File: src/rtl/mul8_seq_ctrl_if.sv
// Request/response bundle between a requester and mul8_seq_ctrl.
// The in_acc member exists only when MUL8_SEQ_ACC_EN is defined.
interface mul8_seq_ctrl_if;
    logic        in_valid;
    logic        in_ready;
    logic [7:0]  in_a;
    logic [7:0]  in_b;
`ifdef MUL8_SEQ_ACC_EN
    logic        in_acc;
`endif
    logic        out_valid;
    logic        out_ready;
    logic [15:0] product;

    modport master (
`ifdef MUL8_SEQ_ACC_EN
        output in_acc,
`endif
        output in_valid, in_a, in_b, out_ready,
        input  in_ready, out_valid, product
    );

    modport slave (
`ifdef MUL8_SEQ_ACC_EN
        input  in_acc,
`endif
        input  in_valid, in_a, in_b, out_ready,
        output in_ready, out_valid, product
    );
endinterface

File: src/rtl/mul8_seq_ctrl.sv
// 8x8 unsigned multiply sequenced over a shared 4x4 multiplier in four nibble passes.
// Optional feature macro: MUL8_SEQ_ACC_EN (accumulate onto the previous product).
module mul8_seq_ctrl #(
    parameter int MUL_LAT = 0
) (
    input  logic           clk,
    input  logic           rst_n,
    mul8_seq_ctrl_if.slave bus,
    output logic           busy,
    output logic [3:0]     mul_a,
    output logic [3:0]     mul_b,
    input  logic [7:0]     mul_p
);

    typedef enum logic [2:0] {
        S_IDLE = 3'd0,
        S_P0   = 3'd1,
        S_P1   = 3'd2,
        S_P2   = 3'd3,
        S_P3   = 3'd4,
        S_DONE = 3'd5
    } state_t;

    localparam logic [1:0] WAIT_LAST = 2'(MUL_LAT);

    state_t      state_r;
    state_t      state_s;
    logic [7:0]  a_r;
    logic [7:0]  b_r;
    logic [15:0] acc_r;
    logic [15:0] product_r;
    logic [1:0]  wait_r;
    logic        last_s;
    logic [15:0] pp_s;
    logic [15:0] acc_sum_s;
    logic [15:0] acc_init_s;

    assign last_s        = (wait_r == WAIT_LAST);
    assign acc_sum_s     = acc_r + pp_s;
    assign bus.in_ready  = (state_r == S_IDLE);
    assign bus.out_valid = (state_r == S_DONE);
    assign bus.product   = product_r;
    assign busy          = (state_r != S_IDLE);

    // Accumulator start value chosen at accept time.
    always_comb begin
`ifdef MUL8_SEQ_ACC_EN
        if (bus.in_acc) begin
            acc_init_s = product_r;
        end else begin
            acc_init_s = 16'h0000;
        end
`else
        acc_init_s = 16'h0000;
`endif
    end

    // Nibble operand select and shifted partial product for each pass.
    always_comb begin
        mul_a = 4'h0;
        mul_b = 4'h0;
        pp_s  = 16'h0000;
        case (state_r)
            S_P0: begin
                mul_a = a_r[3:0];
                mul_b = b_r[3:0];
                pp_s  = {8'h00, mul_p};
            end
            S_P1: begin
                mul_a = a_r[7:4];
                mul_b = b_r[3:0];
                pp_s  = {4'h0, mul_p, 4'h0};
            end
            S_P2: begin
                mul_a = a_r[3:0];
                mul_b = b_r[7:4];
                pp_s  = {4'h0, mul_p, 4'h0};
            end
            S_P3: begin
                mul_a = a_r[7:4];
                mul_b = b_r[7:4];
                pp_s  = {mul_p, 8'h00};
            end
            default: begin
                mul_a = 4'h0;
                mul_b = 4'h0;
                pp_s  = 16'h0000;
            end
        endcase
    end

    // Next-state decode; each pass holds until the wait counter reaches MUL_LAT.
    always_comb begin
        state_s = state_r;
        case (state_r)
            S_IDLE: begin
                if (bus.in_valid) begin
                    state_s = S_P0;
                end else begin
                    state_s = S_IDLE;
                end
            end
            S_P0: state_s = last_s ? S_P1 : S_P0;
            S_P1: state_s = last_s ? S_P2 : S_P1;
            S_P2: state_s = last_s ? S_P3 : S_P2;
            S_P3: state_s = last_s ? S_DONE : S_P3;
            S_DONE: begin
                if (bus.out_ready) begin
                    state_s = S_IDLE;
                end else begin
                    state_s = S_DONE;
                end
            end
            default: state_s = S_IDLE;
        endcase
    end

    // State, operand capture, wait counter and shift-accumulate datapath.
    always_ff @(posedge clk or negedge rst_n) begin
        if (!rst_n) begin
            state_r   <= S_IDLE;
            a_r       <= 8'h00;
            b_r       <= 8'h00;
            acc_r     <= 16'h0000;
            product_r <= 16'h0000;
            wait_r    <= 2'd0;
        end else begin
            state_r <= state_s;
            case (state_r)
                S_IDLE: begin
                    if (bus.in_valid) begin
                        a_r    <= bus.in_a;
                        b_r    <= bus.in_b;
                        acc_r  <= acc_init_s;
                        wait_r <= 2'd0;
                    end
                end
                S_P0, S_P1, S_P2, S_P3: begin
                    if (last_s) begin
                        acc_r  <= acc_sum_s;
                        wait_r <= 2'd0;
                        // product only moves when the final pass lands, so it stays
                        // stable through compute and usable as the accumulate base.
                        if (state_r == S_P3) begin
                            product_r <= acc_sum_s;
                        end
                    end else begin
                        wait_r <= wait_r + 2'd1;
                    end
                end
                default: begin
                    wait_r <= 2'd0;
                end
            endcase
        end
    end

endmodule

File: src/flat_wrapper.sv
// flat-port wrapper written by rule: the top's interface ports become plain ports
module mul8_seq_ctrl_flat 
#(
    parameter int MUL_LAT = 0
)
  (clk, rst_n, busy, mul_a, mul_b, mul_p, bus_in_valid, bus_in_a, bus_in_b, bus_out_ready, bus_in_ready, bus_out_valid, bus_product);
  mul8_seq_ctrl_if bus_i ();
  input  logic clk;
  input  logic rst_n;
  output logic busy;
  output logic [3:0] mul_a;
  output logic [3:0] mul_b;
  input  logic [7:0] mul_p;
  input wire logic [$bits(bus_i.in_valid)-1:0] bus_in_valid;
  input wire logic [$bits(bus_i.in_a)-1:0] bus_in_a;
  input wire logic [$bits(bus_i.in_b)-1:0] bus_in_b;
  input wire logic [$bits(bus_i.out_ready)-1:0] bus_out_ready;
  output wire logic [$bits(bus_i.in_ready)-1:0] bus_in_ready;
  output wire logic [$bits(bus_i.out_valid)-1:0] bus_out_valid;
  output wire logic [$bits(bus_i.product)-1:0] bus_product;
  assign bus_i.in_valid = bus_in_valid;
  assign bus_i.in_a = bus_in_a;
  assign bus_i.in_b = bus_in_b;
  assign bus_i.out_ready = bus_out_ready;
  assign bus_in_ready = bus_i.in_ready;
  assign bus_out_valid = bus_i.out_valid;
  assign bus_product = bus_i.product;
  mul8_seq_ctrl #(.MUL_LAT(MUL_LAT)) u_core (.clk(clk), .rst_n(rst_n), .bus(bus_i), .busy(busy), .mul_a(mul_a), .mul_b(mul_b), .mul_p(mul_p));
endmodule
File: config.mk
export PLATFORM = sky130hd
export DESIGN_NAME = mul8_seq_ctrl_flat
export DESIGN_NICKNAME = d
export VERILOG_FILES = /design/src/rtl/mul8_seq_ctrl_if.sv /design/src/rtl/mul8_seq_ctrl.sv /design/src/flat_wrapper.sv
export SDC_FILE = /design/constraint.sdc
export NUM_CORES = 1
export LEC_CHECK = 0
export CORE_UTILIZATION = 35
export CTS_CLUSTER_DIAMETER = 60
export DETAILED_ROUTE_END_ITERATION = 10
export SKIP_CTS_REPAIR_TIMING = 1
export SYNTH_ARGS = -nofsm -noshare
export SYNTH_HDL_FRONTEND = slang
export SYNTH_SLANG_ARGS = --single-unit
export TNS_END_PERCENT = 5
File: constraint.sdc
create_clock -name clk -period 3.9 [get_ports clk]
set_input_delay 0.585 -clock clk [delete_from_list [all_inputs] [get_ports clk]]
set_output_delay 0.585 -clock clk [all_outputs]
set_load 0.02 [all_outputs]
After elaboration in Yosys (flattened, before gate mapping)
Index checks and enable logic that the tools add are counted.
{ "op_classes": {"addsub": 2, "n_reduce_logical": 13, "mux": 16, "eq_ne": 7} }
{ "ops": {"columns": ["cell", "n"], "rows": [
  ["$pmux W16 S3", 1],
  ["$mux W16", 2],
  ["$pmux W16 S2", 1],
  ["$pmux W3 S6", 1],
  ["$add A16 B16 Y16", 1],
  ["$pmux W4 S2", 2],
  ["$reduce_or A2 Y1", 5],
  ["$eq A3 B2 Y1 const B", 2],
  ["$eq A3 B3 Y1 const B", 2],
  ["$mux W2", 3],
  ["$mux W3", 2],
  ["$reduce_and A3 Y1", 2],
  ["$pmux W2 S2", 1],
  ["$reduce_or A4 Y1", 1],
  ["$eq A3 B1 Y1 const B", 1],
  ["$logic_not A3 Y1", 1],
  ["$mux W1", 3],
  ["$reduce_bool A3 Y1", 1],
  ["$add A2 B1 Y2 const B", 1],
  ["$logic_not A2 Y1", 1],
  ["$ne A2 B1 Y1 const B", 1],
  ["$ne A2 B2 Y1 const B", 1],
  ["$reduce_and A2 Y1", 1],
  ["$reduce_bool A2 Y1", 1]
]} }
{ "totals": {"register_bits": 53, "output_inout_bits": 27} }

Depth between registers and ports, before layout
{ "depth": {"depth_word": 6, "mapped_depth": 12, "ltp_nobuf": 11} }

Worst setup path after synthesis
OpenSTA, ideal clock, no wires.
{ "synth_path": {"path_type": "register to register", "start": "register u_core.state_r[0]", "end": "register u_core.product_r[14] (netlist: u_core.bus.product[14])", "stages_incl_launch_ff": 13, "slack_ps": 1059, "synth_period_minus_slack_ps": 2841, "arrival_ps": 2708, "cell_sequence": "dfrtp_1 > buf_4 > nor2b_1 > clkbuf_1 > and3_1 > ha_1 > fa_1 > a21o_1 > a221oi_4 > o211ai_2 > a21boi_2 > mux2i_1 > o21ai_1"} }
{ "synth_via": {"elab_chain_cells": 4, "elab_cells_between_ends": 9} }
{ "synth_lines": {"columns": ["item", "line", "rtl"], "rows": [
  ["start, declared", "mul8_seq_ctrl.sv:26", "state_t state_r;"],
  ["start signal, assigned", "mul8_seq_ctrl.sv:128", "state_r <= state_s;"],
  ["$eq A3 B2 Y1", "mul8_seq_ctrl.sv:63, mul8_seq_ctrl.sv:129", null],
  ["$reduce_or A2 Y1 (no source line)", null, null],
  ["$pmux W16 S3", "mul8_seq_ctrl.sv:63", "case (state_r)"],
  ["$add A16 B16 Y16", "mul8_seq_ctrl.sv:39", "assign acc_sum_s = acc_r + pp_s;"],
  ["end signal, assigned", "mul8_seq_ctrl.sv:145", "product_r <= acc_sum_s;"],
  ["end, declared", "mul8_seq_ctrl.sv:31", "logic [15:0] product_r;"]
]} }
Several ways; a longest one is shown, not always the timed one.
A chain may end at the register's enable or synchronous reset.

Worst setup path after layout
{ "layout_path": {"start": "register u_core.state_r[1]", "end": "register u_core.acc_r[14]"} }
{ "layout_via": {"elab_chain_cells": 6, "elab_cells_between_ends": 15} }
{ "layout_lines": {"columns": ["item", "line", "rtl"], "rows": [
  ["$eq A3 B2 Y1", "mul8_seq_ctrl.sv:63, mul8_seq_ctrl.sv:129", null],
  ["$reduce_or A2 Y1 (no source line)", null, null],
  ["$pmux W16 S3", "mul8_seq_ctrl.sv:63", null],
  ["$add A16 B16 Y16", "mul8_seq_ctrl.sv:39", null],
  ["$mux W16", "mul8_seq_ctrl.sv:139", "if (last_s) begin"],
  ["$pmux W16 S2", "mul8_seq_ctrl.sv:129", "case (state_r)"],
  ["end signal, assigned", "mul8_seq_ctrl.sv:134", "acc_r <= acc_init_s;"],
  ["end signal, assigned", "mul8_seq_ctrl.sv:140", "acc_r <= acc_sum_s;"],
  ["end, declared", "mul8_seq_ctrl.sv:30", "logic [15:0] acc_r;"]
]} }
Several ways; a longest one is shown, not always the timed one. The select of a mux whose other input is x is not followed.

==> results.toml <==
[cells_and_area]
drive_gt1_share_pct = 14.9
diodes = 0
syn_to_final_growth_pct = 22.6
fin_nets = 428
fin_util_pct = 44.7

[power_and_ir_drop]
switching_share_pct = 44.5
p_int_w = 0.00186
vdd_drop_max_v = 0.000238
combPwrFrac_pct = 61.6
pwr-share-clk_pct = 10.1
pwr-share-seq_pct = 28.3
switchingPower_w = 0.00149
powerDensity_nw_per_um2 = 857
leakagePower_nw = 1.72

[floorplanning]
die_area_um2 = 9520
die_h_um = 97.6
fp.dieW_um = 97.6
ioPinCount = 55
core_um2 = 8760
initial_core_util_pct = 36.5
row_count = 34

[setup_path]
r2r-start = "u_core.state_r[1]"
reg2regPathDepth = 10
cp_max_fo = 13
critical-path-max-stage-delay_ns = 0.68
required_ns = 4.09
crit_path_end_kind = "flip-flop"
crit_type = "reg -> reg"
r2r_setup_slack_ns = 0.78
critPathArrivalTime_ns = 3.31
worstSetupStartpointType = "flip-flop"
crit_chain = "nor2b_1 > a22oi_1 > nor2_1 > ha_1 > and3_2 > a221oi_4 > o211ai_2 > a21boi_2 > mux2i_1 > o21ai_1"
worstReg2RegEnd = "u_core.acc_r[14]"
slowest_stage = "nor2b_1"

[global_route]
grt_use_met2_pct = 26.9
gr-usage-met3_pct = 2.16
grt_pass1_vias = 2513
grt_first_pass_wirelength_mm = 12.6
grt_antenna_before_repair = 0
top_usage_layer = "met2"
track_usage_pct = 16.4
grt_util_met1_pct = 22.2
overflow = 0
grt_start_max_net_pins = 37

[routing]
drt_wl_total_mm = 7.33
vias = 2547
viasPerCell = 5.19
drc = 0
initialDrtViolationCount = 73
ant_nets = 0
dr.pass1.iters = 4
wl_per_cell_um = 14.9

[logic_synthesis]
yosysSeqAreaShare_pct = 41.5
yosysMostFrequentCell = "dfrtp_1"
synth_top_area_share_pct = 41.5
ys_warn_count = 0
synth_edf_count = 0
syn_avg_cell_area_um2 = 9.60
yosysTopAreaCell = "dfrtp_1"
ys_top_cells_by_area = "dfrtp_1, mux2_2, ha_1"
ys_seq_elements = 53
synthDistinctLibCells = 55
syn_inst = 333
synth_area_um2 = 3200
ys.flop_type = "dfrtp_1"
synthTopCellsByCount = "dfrtp_1, nand2_1, o21ai_0"
syn-num-nets = 379
async_flop_share_pct = 100

[timing]
skew_ns = 0.00799
fin_crit_sh_pct = 80.1
worst_pin_slew_ns = 0.873
timing.fmax_mhz = 320
finalWorstSetupSlack_ns = 0.775
setup_viol = 0
slew_violations = 0
slew-limit-headroom_pct = 41.7
tns_ns = 0
hold_viol_final = 0
rsz0062_at_grt = "false"
min_period_ns = 3.12

[clock_tree]
cts_sinks = 53
root_buffer = "clkbuf_8"
cts_tree = "yes"
clk_pin_slew_ns = 0.10
cts_buffers = 5
insertion_delay_ns = 0.32
cts_max_level = 2
ctsLongestPathBuffers = 2

[worst_hold_path]
worstHoldPathType = "in -> async"

[status]
status = "complete, no violations"

[place]
pre_cts_ws_ns = 0.709
port-buffer-count = 54
place.gp.congestion = 0.775
hpwl_mm = 5.34

[job]
maxCapViolCount = 0
area by class of cell:
type | count | area, um2
flip-flops and latches | 53 | 1330
multi-input cells | 252 | 1740
repair buffers | 61 | 588
clock inverters | 2 | 13.8
fillers | 891 | 4840
inverters | 9 | 33.8
clock buffers | 6 | 82.6
well taps | 108 | 135
metrics by stage:
stage                     power, W  hold WS (ns)  cells  instance area, um2
after global placement     0.00302         0.460    483                3820
after CTS                  0.00340         0.389    491                3920
after detailed placement   0.00305         0.470    483                3820
after floorplan            0.00240         0.289    333                3200
after global routing       0.00366         0.423    491                3920
final                      0.00336         0.359    491                3920
critical path, delay by kind of cell (launching register included):
family | cells | cell delay (ns)
AND/OR/NAND/NOR | 3 | 1.10
AO/OA/AOI/OAI | 5 | 0.92
flip-flops | 1 | 0.40
adder cells (fa/ha/maj) | 1 | 0.32
multiplexers | 1 | 0.25
power groups by stage:
stage               clock network [W]  registers (W)  logic, W
CTS                          0.000351       0.000954   0.00210
finish                       0.000339       0.000951   0.00207
floorplan                           0        0.00103   0.00138
global route                 0.000371       0.000989   0.00230
global placement                    0       0.000957   0.00206
detailed placement                  0       0.000965   0.00208
how the worst max path moves through the flow:
stage                                  end  cells after the start              start
finish                    u_core.acc_r[14]                     10  u_core.state_r[1]
global route              u_core.acc_r[10]                     10  u_core.state_r[1]
CTS                       u_core.acc_r[14]                     10  u_core.state_r[1]
detailed placement  u_core.bus.product[14]                     10           mul_p[0]
global placement          u_core.acc_r[14]                     10           mul_p[0]
floorplan           u_core.bus.product[14]                     12  u_core.state_r[0]
kinds of logic (layout without fill, tap and decap cells):
group | after synthesis | in the layout | share of synthesized area [%]
AO/OA/AOI/OAI | 89 | 89 | 18.3
XOR/XNOR | 15 | 15 | 4.11
adder cells (fa/ha/maj) | 18 | 18 | 7.28
buffers and inverters | 28 | 78 | 4.07
flip-flops | 53 | 53 | 41.5
multiplexers | 24 | 24 | 8.34
AND/OR/NAND/NOR | 106 | 106 | 16.4
layout by cell type, fill, tap and decap left out, drive strengths merged, types with 4 or more instances in the layout:
master         count
buf                8
xnor2              6
o22ai              5
nand2             47
mux2              21
a22oi              8
clkbuf             6
clkdlybuf4s50     53
xor2               9
inv                9
nor2b              4
ha                17
nand3             19
a31oi              4
o21ai             41
and3              11
and2               5
a21o               4
a21oi             11
nor2              13
dfrtp             53
registers in the layout (all words and copies together) (netlist names):
signal,flops
u_core.a_r,8
u_core.wait_r,2
u_core.acc_r,16
u_core.b_r,8
u_core.state_r,3
u_core.bus.product,16
metal layers:
metal  vias to the layer above  routed length [um]  part of all wire [%]
met5                         -                   0                     0
met4                         0                  93                   1.3
met3                         6                 197                   2.7
met2                        47                3590                    49
met1                      1212                3450                    47
li1                       1282                   -                     -
No activity file was read; power rests on OpenSTA's default activity.
==> RTL edit 1 (config.mk and constraints unchanged) <==
Reset style: synchronous (`rst_n`), changed in one clocked block.
--- a/src/rtl/mul8_seq_ctrl.sv
+++ b/src/rtl/mul8_seq_ctrl.sv
@@ -118,3 +118,3 @@
     // State, operand capture, wait counter and shift-accumulate datapath.
-    always_ff @(posedge clk or negedge rst_n) begin
+    always_ff @(posedge clk) begin
         if (!rst_n) begin
Formal check against the unedited RTL: differs if rst_n is asserted again (counterexample within 4 cycles, from zero or initial values and one cycle with rst_n low); with rst_n held inactive, the same outputs for 10 cycles.
==> RTL edit 1 against the unedited design <==
Cell area decreased by 2.9%. Area after synthesis decreased by 2.4%. Cell count increased by 12%. Count of clock-buffer cells in the layout unchanged. Worst setup slack got worse by 0.28 ns. Routed wire length increased by 18%. Sequential share of layout area decreased by 5.9 points. Utilization decreased by 0.89 points. Critical path depth increased by 1. Sequential cell count unchanged. Critical endpoint is now u_core.bus.product[12]. Largest cell class unchanged.
Power is not compared: it rests on default switching activity, and its combinational part moved more than twofold at a synthesized area within 25%.
==> RTL edit 1: results (changes against the unedited design) <==
** Finish
- Proportion of layout cells with a drive suffix above 1 :: 4.73% (-10 points)
- Non-Filler Instances :: 552 (+12%)
- Antenna diode instance count :: 0 (unchanged)
- The total non-filler cell area in the finished layout came to 3800 sq um (-2.9%).
- Nets :: 489 (+14%)
- Fill cells :: 908 (+1.9%)

** Detailed routing
- Met2 layer wire length in the routed design :: 4170 um (+16%)
- The violation count after the first detailed-route iteration came to 173 (+140%).
- Detailed-router iteration count before antenna repair :: 5 (+1)
- Via count normalized by instance count :: 5.41 (+4.3%)
- Met1 layer wirelength in the final routing :: 3940 um (+14%)
- Met3 wire length :: 397 um (+100%)
- WL final :: 8680 um (+18%)

** Synthesis
- Mean cell area of the mapped netlist :: 7.78 sq um (-19%)
- Most frequently used flop master after synthesis :: sky130_fd_sc_hd__dfxtp_1
- The total nets after synthesis was 447 (+18%).
- Sorting the synthesized cells by area gives the leading types as sky130_fd_sc_hd__dfxtp_1 (34%), sky130_fd_sc_hd__nand2_1 (9.4%), sky130_fd_sc_hd__a21oi_1 (6.9%).
- Fraction of registers with async set or reset after synthesis :: 0% (-100 points)
- Yosys cell types :: 58 (+5.5%)
- The commonest cells after synthesis are sky130_fd_sc_hd__nand2_1 (78), sky130_fd_sc_hd__dfxtp_1 (53), sky130_fd_sc_hd__a21oi_1 (43), sky130_fd_sc_hd__nor2_1 (27), sky130_fd_sc_hd__ha_1 (17).
- Portion of the post-synthesis area used by sequential elements :: 34.0% (-7.5 points)

** Placed design
- Placed wire-length estimate :: 6420 um (+20%)
- The cell total after placement was 544 (+13%).
- Routability congestion estimate :: 0.940 (+21%)
- The placed cell area came to 3710 sq um (-3.1%).

** Min path
- Path category of the worst min-delay check :: register to register

** Critical path
- The worst register-to-register path begins at u_core.state_r[0].
- The slowest stage of the critical path belongs to the cell sky130_fd_sc_hd__dfxtp_1.
- The register-to-register setup slack was 0.49 ns (-0.28 ns).
- R2R cell count :: 11 (+1)
- In this run the critical register-to-register path is captured at u_core.bus.product[12].
- The delay of the slowest critical-path stage came to 0.59 ns (-0.09 ns).
- The data arrival time of the critical path is 3.67 ns (+0.36 ns).

** Global route
- Maximum number of pins on one net before global-route repair :: 32 (-14%)
- The via count of the first global-routing pass is 2,899 (+15%).
- The first-pass GRT wire length was 14,000 um (+11%).
- The overall fraction of global-route tracks in use came to 19.6% (+3.2 points).

** STA
- The setup skew after layout is 0.00605 ns (-0.00194 ns).
- The transition time of the tightest slew-check pin came to 0.742 ns (-0.131 ns).

** Run status
- Status :: completed
RTL edit 1: cell count changes after synthesis, sizes merged, moves of 14 or more:
cell,unedited run,this run
dfrtp,53,0
dfxtp,0,53
a21oi,11,43
nand2,47,79
o21ai,41,15
mux2,21,0
nor2,13,27
RTL edit 1: worst max-delay path: cells and delay by family (launching register included):
family | cells | cell delay [ns]
AOI/OAI and AO/OA | 4 | 1.03
adders and majority gates | 2 | 0.40
DFF | 1 | 0.59
and+or+nand+nor | 5 | 1.33
RTL edit 1: how the worst max path moves through the flow:
stage / from / to / slack [ns]
2_1_floorplan: u_core.state_r[0] / u_core.bus.product[12] / 0.83
3_3_place_gp: mul_p[0] / u_core.acc_r[14] / 0.61
6_report: u_core.state_r[0] / u_core.bus.product[12] / 0.49
4_1_cts: u_core.state_r[0] / u_core.bus.product[12] / 0.54
3_5_place_dp: mul_p[0] / u_core.acc_r[14] / 0.53
5_1_grt: u_core.state_r[0] / u_core.bus.product[9] / 0.28
RTL edit 1: stage by stage:
stage	worst slack [ns]	hold WS, ns
global placement	0.610	0.439
floorplan	0.832	0.430
detailed placement	0.527	0.450
global route	0.284	0.479
CTS	0.536	0.463
finish	0.491	0.461
RTL edit 1: layout make-up:
type	count	area share, %
well taps	108	3.55
clock buffers	6	2.17
clock inverters	2	0.427
repair buffers	59	15.2
inverters	9	0.888
multi-input cells	315	49.9
flip-flops and latches	53	27.9
RTL edit 1: cells by family after synthesis:
family                     synth area share [%]
muxes                                     0.642
and+or+nand+nor                            24.2
AOI/OAI and AO/OA                          24.6
DFF                                        34.0
adders and majority gates                  7.46
xor gates and xnor gates                   3.93
buffers and inverters                      5.13
RTL edit 1: where the power goes:
part           leakage [nW]  switching [mW]  total [mW]  internal, mW
clock network        0.0478           0.203       0.349         0.147
registers             0.430          0.0214       0.592         0.570
logic                 0.964           0.224       0.366         0.142
total                  1.44           0.448        1.31         0.859
RTL edit 1: metal layers:
metal / up-vias / GRT usage [%]
met1: 1388 / 24.0
met2: 81 / 34.6
met5: - / 0
met4: 0 / 6.00
li1: 1507 / -
met3: 11 / 3.60
==> RTL edit 2 (same flow settings) <==
Without the edit above. The 6 states of `state_t` get a one-hot encoding in 6 bits.
--- a/src/rtl/mul8_seq_ctrl.sv
+++ b/src/rtl/mul8_seq_ctrl.sv
@@ -14,9 +14,9 @@
 
-    typedef enum logic [2:0] {
-        S_IDLE = 3'd0,
-        S_P0   = 3'd1,
-        S_P1   = 3'd2,
-        S_P2   = 3'd3,
-        S_P3   = 3'd4,
-        S_DONE = 3'd5
+    typedef enum logic [5:0] {
+        S_IDLE = 6'b000001,
+        S_P0   = 6'b000010,
+        S_P1   = 6'b000100,
+        S_P2   = 6'b001000,
+        S_P3   = 6'b010000,
+        S_DONE = 6'b100000
     } state_t;
Formal check against the unedited RTL: no difference found for any inputs over 10 cycles, from zero or initial values and one cycle with rst_n low; not proved beyond that.
==> RTL edit 2 against the unedited design <==
Sequential share of layout area down 0.42 points. Cell count up 7.1%. Fmax down 5.8%. Sequential cell count up 3. Routed wire length up 16%. Area after synthesis up 7.7%. Via count up 13%. Worst setup slack worse by 0.19 ns. Cell area up 7.1%. Hold slack worse by 0.020 ns. Critical endpoint unchanged.
Power is not compared: it rests on default switching activity, and its combinational part moved more than twofold at a synthesized area within 25%.
==> RTL edit 2: results (changes against the unedited design) <==
** Run status
- Status :: completed

** Placed design
- Placed wire-length estimate :: 6490 um (+21%)
- The setup slack at placement came to 0.637 ns (-0.0714 ns).
- Number of cells in the design after placement :: 518 (+7.2%)
- The placed cell area was 4100 sq um (+7.1%).
- The weighted congestion reported at the end of routability-driven placement came to 0.850 (+9.7%).

** Critical path
- Origin of the worst setup path :: u_core.state_r[5]
- The biggest fanout along the worst timing path was 6 (-7).
- The data arrival time of the critical path came to 3.48 ns (+0.17 ns).
- The number of cells on the worst reg-to-reg path came to 11 (+1).
- Reg2reg end :: u_core.acc_r[14]
- STA classifies the critical path endpoint as a register.

** Synthesis
- By area the synthesized netlist is led by sky130_fd_sc_hd__dfrtp_1 (40%), sky130_fd_sc_hd__mux2_2 (6.9%), sky130_fd_sc_hd__ha_1 (6.2%).
- Mean cell area of the mapped netlist :: 9.98 sq um (+4.0%)
- The proportion of synthesized chip area in sequential cells came to 40.7% (-0.77 points).
- The count of different cell masters after synthesis is 48 (-13%).
- Post-Synthesis Net Count :: 391 (+3.2%)
- Ranked by instance count, the synthesized netlist is headed by sky130_fd_sc_hd__dfrtp_1 (55), sky130_fd_sc_hd__nand2_1 (38), sky130_fd_sc_hd__a22o_1 (21), sky130_fd_sc_hd__mux2_2 (21), sky130_fd_sc_hd__inv_1 (20).

** Power
- Summed over all cells, the static leakage comes to 1.78 nW.

** Detailed routing
- Uppermost routed layer :: met4
- Met1 layer wirelength in the final routing :: 4340 um (+26%)
- Met3 wire length :: 334 um (+70%)
- The wire length after detailed routing is 8510 um (+16%).
- DR iter-0 viols :: 126 (+73%)
- Detailed-router iteration count before antenna repair :: 4 (unchanged)
- Total number of vias :: 2,879 (+13%)
- Met2 layer wire length in the routed design :: 3770 um (+5.0%)

** Global route
- The overall fraction of global-route tracks in use came to 17.7% (+1.4 points).
- The first-pass GRT wire length came to 14,200 um (+13%).
- Via count of the first global-routing pass :: 2,802 (+12%)

** STA
- Slew of the pin with the lowest slew margin :: 1.01 ns (+0.135 ns)
- The final worst-path setup slack was 0.584 ns (-0.191 ns).
- The worst hold-check slack came to 0.339 ns (-0.0197 ns).
- Clock tree skew after final layout :: 0.0157 ns (+0.00774 ns)

** Finish
- The fraction of final layout cells sized beyond drive strength 1 was 10.3% (-4.6 points).
- Non-Filler Instances :: 526 (+7.1%)
- The final-stage net count was 442 (+3.3%).

** Clocking
- Clock-pin slew of the registers on the worst-case setup and hold paths :: 0.12 ns (+0.02 ns)
## RTL edit 2: report_power, final
part	switching [mW]	internal [mW]
logic	0.478	0.408
registers	0.0944	0.725
clock network	0.225	0.136
## RTL edit 2: kinds of logic after synthesis
logic type	Yosys count	synth area share (%)
AO/OA/AOI/OAI	109	24.0
AND/OR/NAND/NOR	98	14.9
buffers and inverters	33	4.18
adder cells (fa/ha/maj)	18	6.76
flip-flops	56	40.7
multiplexers	22	7.16
XOR/XNOR	9	2.29
## RTL edit 2: worst max-delay path, cell delays in order, from the launching register on
cell and delay, ns:
sky130_fd_sc_hd__dfrtp_1 0.46, sky130_fd_sc_hd__or4_4 0.58, sky130_fd_sc_hd__nor3_1 0.19, sky130_fd_sc_hd__and2_1 0.16
sky130_fd_sc_hd__ha_1 0.17, sky130_fd_sc_hd__inv_1 0.06, sky130_fd_sc_hd__fa_1 0.39, sky130_fd_sc_hd__nand2b_1 0.19
sky130_fd_sc_hd__a21oi_1 0.21, sky130_fd_sc_hd__o21ai_0 0.33, sky130_fd_sc_hd__o2111ai_1 0.29, sky130_fd_sc_hd__o221ai_1 0.14
## RTL edit 2: metal layers
layer  vias to the layer above  track usage [%]
li1                       1388                -
met1                      1408             25.9
met2                        78             28.2
met3                         5             2.35
met4                         0             3.68
met5                         -                0
## RTL edit 2: area by class of cell
type / count / area (sq um)
Clock buffer: 5 / 68.8
Fill cell: 932 / 5170
Tap cell: 129 / 161
Multi-Input combinational cell: 256 / 1900
Sequential cell: 56 / 1400
Clock inverter: 3 / 33.8
Inverter: 20 / 75.1
Timing Repair Buffer: 57 / 558
